`src/rtl/fmap_pkg.sv`:
```
// Shared types and sizing for the feature-map frame packer.
package fmap_pkg;

    localparam int unsigned FMAP_H      = 3;
    localparam int unsigned FMAP_W      = 4;
    localparam int unsigned FRAME_ELEMS = FMAP_H * FMAP_W;
    localparam int unsigned IDX_W       = $clog2(FRAME_ELEMS);
    localparam int unsigned FRAME_CNT_W = 16;

    typedef enum logic [1:0] {
        S_FILL  = 2'd0,
        S_START = 2'd1,
        S_WAIT  = 2'd2
    } fmap_state_e;

endpackage

```
`src/rtl/pulse_rise_det.sv`:
```
// Registers a level input and flags the cycle in which it goes from low to high.
module pulse_rise_det (
    input  logic clk,
    input  logic rst_n,
    input  logic sig_i,
    output logic rise_o
);

    logic sig_q;
    logic sig_d;

    always_comb begin
        sig_d  = sig_i;
        rise_o = sig_i & ~sig_q;
    end

    always_ff @(posedge clk) begin
        if (!rst_n) begin
            sig_q <= 1'b0;
        end else begin
            sig_q <= sig_d;
        end
    end

endmodule

```
`src/rtl/fmap_frame_packer.sv`:
```
// Packs a row-major pixel stream into one H x W frame and hands it to the pooling stage.
// Optional pix_last framing check is built when FMAP_PACKER_LAST_CHECK_EN is defined.
module fmap_frame_packer
    import fmap_pkg::*;
#(
    parameter int unsigned H          = FMAP_H,
    parameter int unsigned W          = FMAP_W,
    parameter int unsigned DATA_WIDTH = 4
) (
    input  logic                         clk,
    input  logic                         rst_n,
    input  logic                         pix_valid,
    output logic                         pix_ready,
    input  logic [DATA_WIDTH-1:0]        pix_data,
    output logic [0:DATA_WIDTH*H*W-1]    frame_data,
    output logic                         pool_start,
    input  logic                         pool_done,
`ifdef FMAP_PACKER_LAST_CHECK_EN
    input  logic                         pix_last,
    output logic                         last_err,
`endif
    output logic [FRAME_CNT_W-1:0]       frame_cnt
);

    localparam int unsigned Elems  = H * W;
    localparam int unsigned IdxW   = (Elems > 1) ? $clog2(Elems) : 1;
    localparam int unsigned FrameW = DATA_WIDTH * Elems;
    localparam logic [IdxW-1:0] LastIdx = IdxW'(Elems - 1);

    fmap_state_e             state_q, state_d;
    logic [IdxW-1:0]         idx_q, idx_d;
    logic [0:FrameW-1]       frame_q, frame_d;
    logic [FRAME_CNT_W-1:0]  frame_cnt_q, frame_cnt_d;
    logic                    done_rise;
    logic                    accept;
    logic                    at_last;

    pulse_rise_det u_done_det (
        .clk    (clk),
        .rst_n  (rst_n),
        .sig_i  (pool_done),
        .rise_o (done_rise)
    );

    always_ff @(posedge clk) begin
        if (!rst_n) begin
            state_q     <= S_FILL;
            idx_q       <= '0;
            frame_q     <= '0;
            frame_cnt_q <= '0;
        end else begin
            state_q     <= state_d;
            idx_q       <= idx_d;
            frame_q     <= frame_d;
            frame_cnt_q <= frame_cnt_d;
        end
    end

    always_comb begin
        state_d = state_q;
        unique case (state_q)
            S_FILL:  if (accept && at_last) state_d = S_START;
            S_START: state_d = S_WAIT;
            S_WAIT:  if (done_rise) state_d = S_FILL;
            default: state_d = S_FILL;
        endcase
    end

    // Decoded purely from state so no input reaches ready/start combinationally.
    always_comb begin
        pix_ready  = (state_q == S_FILL);
        pool_start = (state_q == S_START);
    end

    always_comb begin
        accept      = pix_valid & pix_ready;
        at_last     = (idx_q == LastIdx);
        idx_d       = idx_q;
        frame_d     = frame_q;
        frame_cnt_d = frame_cnt_q;
        if (accept) begin
            frame_d[int'(idx_q)*DATA_WIDTH +: DATA_WIDTH] = pix_data;
            idx_d = at_last ? '0 : idx_q + 1'b1;
        end
        if (state_q == S_START) begin
            frame_cnt_d = frame_cnt_q + 1'b1;
        end
    end

    assign frame_data = frame_q;
    assign frame_cnt  = frame_cnt_q;

`ifdef FMAP_PACKER_LAST_CHECK_EN
    logic last_err_q, last_err_d;

    always_comb begin
        last_err_d = last_err_q | (accept & (pix_last != at_last));
    end

    always_ff @(posedge clk) begin
        if (!rst_n) begin
            last_err_q <= 1'b0;
        end else begin
            last_err_q <= last_err_d;
        end
    end

    assign last_err = last_err_q;
`endif

endmodule

```
`config.mk`:
```
export PLATFORM = sky130hd
export DESIGN_NAME = fmap_frame_packer
export DESIGN_NICKNAME = d
export VERILOG_FILES = /design/src/rtl/fmap_pkg.sv /design/src/rtl/pulse_rise_det.sv /design/src/rtl/fmap_frame_packer.sv
export SDC_FILE = /design/constraint.sdc
export NUM_CORES = 1
export LEC_CHECK = 0
export BUFFER_PORTS_ARGS = -buffer_cell sky130_fd_sc_hd__buf_2
export CAP_MARGIN = 5
export CORE_ASPECT_RATIO = 0.7
export CORE_MARGIN = 4
export CORE_UTILIZATION = 53
export DETAILED_ROUTE_END_ITERATION = 8
export PLACE_DENSITY_LB_ADDON = 0.2
export SETUP_SLACK_MARGIN = 0.2
export SYNTH_ARGS = -nofsm -noshare
export SYNTH_HDL_FRONTEND = slang
export SYNTH_SLANG_ARGS = --single-unit
```
`constraint.sdc`:
```
create_clock -name clk -period 1.9 [get_ports clk]
set_input_delay 0 -clock clk [delete_from_list [all_inputs] [get_ports clk]]
set_output_delay 0 -clock clk [all_outputs]
set_load 0.005 [all_outputs]
```
==> summary.txt <==
Logic synthesis
  – Mapped Cells: 321
  – Cell Area, Synth: 3050 µm²
  – Yosys reg bits: 71
  – EDFF count, synth: 0
  – Avg Cell Area, Syn: 9.50 µm²
  – Asr flop ratio synth: 0%
  – Post-Syn Nets: 336
  – Syn. warnings: 0
  – Post-synthesis sequential area ratio: 46.6%
  – Count of different cell masters after synthesis: 39
  – Main flop type after synthesis: dfxtp_1

Pwr
  – Peak VDD IR: 0.518 mV
  – Power, Total: 0.00285 W
  – Leak pwr: 1.62 nW
  – Power per cell area: 745 nW/µm²

Timing
  – Final worst-path cycle share: 90.1%
  – Max-slew violations: 0
  – Slew @ Worst Pin: 0.507 ns
  – Clock skew: 0.00450 ns
  – Crit path time final: 1.71 ns
  – Setup violators final: 0
  – Highest Clock Rate: 0.584 GHz
  – RSZ-0062 raised after global routing: true
  – Final hold viol count: 0
  – Worst slew margin: 66.1%
  – Setup TNS: 0 ns

Min path
  – WHS Endpoint: idx_q[0]$_SDFFE_PN0P_
  – Hold path depth: 4
  – HP Class: input port to flop
  – Worst Hold Launch: pix_valid

Global routing
  – Largest net degree at the start of global routing: 41
  – Antenna violations before repair: 0
  – Global-route wire length before repair: 10.9 mm
  – Vias in the first global route: 2269
  – Gr usage total: 19.2%
  – GRT overflow: 0

Critical path
  – CP max-delay cell: or4b_4
  – CP Cell Sequence: or4b_4 > nor2_2 > mux2i_1 > nor2_1
  – Worst Path Max Fanout: 8
  – Crit Reg-Reg Endpoint: frame_data[21]$_SDFFE_PN0P_
  – R2R setup slack: 0.19 ns
  – CP max stage delay: 0.56 ns
  – R2R cell count: 4
  – WP data required: 2.11 ns
  – CP Launch Type: flop
  – Critical path data arrival time: 1.93 ns
  – Worst setup path category: flop to flop
  – Worst reg2reg startpoint: idx_q[2]$_SDFFE_PN0P_
  – CP Capture Type: flop

Status
  – Outcome: finished clean

Layout
  – Finished Core Util: 70.8%
  – Diodes inserted: 0
  – Post-layout instance area: 3820 µm²
  – Final non-filler cell total: 483
  – Share of layout cells above drive strength 1: 29.4%
  – Nets@finish: 421
  – Layout area overhead: 25.4%

Clock tree
  – Worst skew pair latency: 0.34 ns
  – CTS Buf Count: 9
  – H-tree depth: 3
  – Clock Sinks: 71
  – Root Buffer Master: clkbuf_8
  – CTS Buffer Depth: 2
  – CTS tree: yes
  – Clock transition at path regs: 0.07 ns

Floorplanning
  – Die width: 98.6 µm
  – Die Y: 71.4 µm
  – # rows: 22
  – I/O pin cnt: 74
  – Initial core utilization: 56.5%
  – Die Area: 7050 µm²
  – Core Area: 5400 µm²

Routing
  – Wire per inst: 14.1 µm
  – Final ANT Viol Nets: 0
  – DRT Pass-1 Iters: 4
  – DR vias/cell: 5.12
  – Post-Route WL: 6.79 mm
  – Vias: 2475
  – DRT iter0 DRCs: 140
  – Residual DRC: 0

Placement
  – Routability cong.: 0.848
  – Area after DPL: 3500 µm²
  – Dpl cells: 460
  – Port Buf Inserts: 73
  – Dpl hpwl: 4.87 mm

Job
  – Max-Cap Viols: 0
layer usage:
| layer | track usage [%] | wire length, µm | vias up |
|---|---|---|---|
| li1 | - | - | 1266 |
| met1 | 28.0 | 3400 | 1128 |
| met2 | 26.1 | 2840 | 73 |
| met3 | 8.27 | 479 | 8 |
| met4 | 4.24 | 67 | 0 |
| met5 | 0 | 0 | - |
flip-flops by register name, summed over array words and instances (netlist names):
| name | flops |
|---|---|
| frame_data | 48 |
| frame_cnt | 16 |
| state_q | 2 |
| idx_q | 4 |
| u_done_det.sig_q | 1 |
cells in the mapped netlist, types with 3 or more instances:
cell type	instances	share of area [%]
mux2i_1	46	15
inv_1	7	0.86
clkbuf_1	8	0.99
xnor2_1	4	1.1
nand4_1	3	0.62
or4_1	3	0.74
nor2b_1	5	1.0
dfxtp_1	71	47
nor2_1	64	7.9
nor2_4	3	1.1
nand2b_1	3	0.62
and2_1	17	3.5
o31ai_1	3	0.74
a21oi_1	12	2.0
and4b_1	3	0.99
nand2_1	15	1.8
buf_1	3	0.37
ha_1	7	2.9
nand3_1	8	1.3
and3_1	3	0.62
xor2_1	6	1.7
nor2_2	6	1.2
cell usage in the layout, fill, tap and decap left out, drive strengths merged, types with 2 or more instances in the layout:
cell type    instances
a21oi               12
nor4                 2
nand4                4
inv                  6
clkinv               4
dlygate4sd3          7
nand2               15
nand2b               3
buf                 79
and4b                3
and3b                2
nor2b                5
and2                17
xor2                 6
nor2                73
clkbuf              12
nand3                8
ha                   7
and3                 3
or4b                 2
dfxtp               71
mux2i               46
nor3                 2
o31ai                3
or4                  4
xnor2                4
how the worst max path moves through the flow:
stage                              startpoint                           to  slack, ns
finish                  idx_q[2]$_SDFFE_PN0P_  frame_data[21]$_SDFFE_PN0P_       0.19
global route            idx_q[2]$_SDFFE_PN0P_  frame_data[21]$_SDFFE_PN0P_       0.11
CTS                     idx_q[2]$_SDFFE_PN0P_  frame_data[25]$_SDFFE_PN0P_       0.21
detailed placement  frame_cnt[4]$_SDFFE_PN0P_   frame_cnt[13]$_SDFFE_PN0P_       0.19
global placement    frame_cnt[4]$_SDFFE_PN0P_   frame_cnt[13]$_SDFFE_PN0P_       0.22
floorplan             state_q[1]$_SDFFE_PN0P_  frame_data[40]$_SDFFE_PN0P_       0.28
kinds of logic after synthesis:
| logic type | synth area share (%) |
|---|---|
| AOI/OAI and AO/OA | 4.06 |
| xor gates and xnor gates | 2.87 |
| adders and majority gates | 2.87 |
| buffers and inverters | 2.38 |
| DFF | 46.6 |
| muxes | 15.1 |
| and+or+nand+nor | 26.1 |
power by group:
group / switching [W] / total (W) / internal [W]
clock: 0.000520 / 0.00116 / 0.000636
combinational: 0.000105 / 0.000175 / 0.0000702
sequential: 0.0000136 / 0.00152 / 0.00150
total: 0.000638 / 0.00285 / 0.00221
timing repair:
| item | in CTS | in global routing |
|---|---|---|
| hold buffers | 7 | 0 |
| gates cloned | 0 | 0 |
| setup endpoints to repair | 2 | 43 |
| hold endpoints to repair | 8 | 0 |
| gates resized for setup | 2 | 15 |
| pin swaps | 0 | 1 |
| setup buffers | 0 | 0 |
area by class of cell:
class	count	area, µm²
Inverter	7	26.3
Timing Repair Buffer	86	480
Clock buffer	12	145
Multi-Input combinational cell	231	1610
Clock inverter	4	45.0
Sequential cell	71	1430
Tap cell	72	90.1
Fill cell	443	1570
per-stage QoR:
step                      setup slack (ns)  hold slack, ns
final                                0.188           0.213
after global routing                 0.105           0.235
after CTS                            0.214           0.205
after detailed placement             0.193           0.239
after global placement               0.225           0.231
after floorplan                      0.279           0.122
worst max-delay path: cells and delay by family (launching register included):
kind / cells / cell delay (ns)
flip-flops: 1 / 0.48
multiplexers: 1 / 0.23
AND/OR/NAND/NOR: 3 / 0.88
Power figures use the tool's default switching activity.
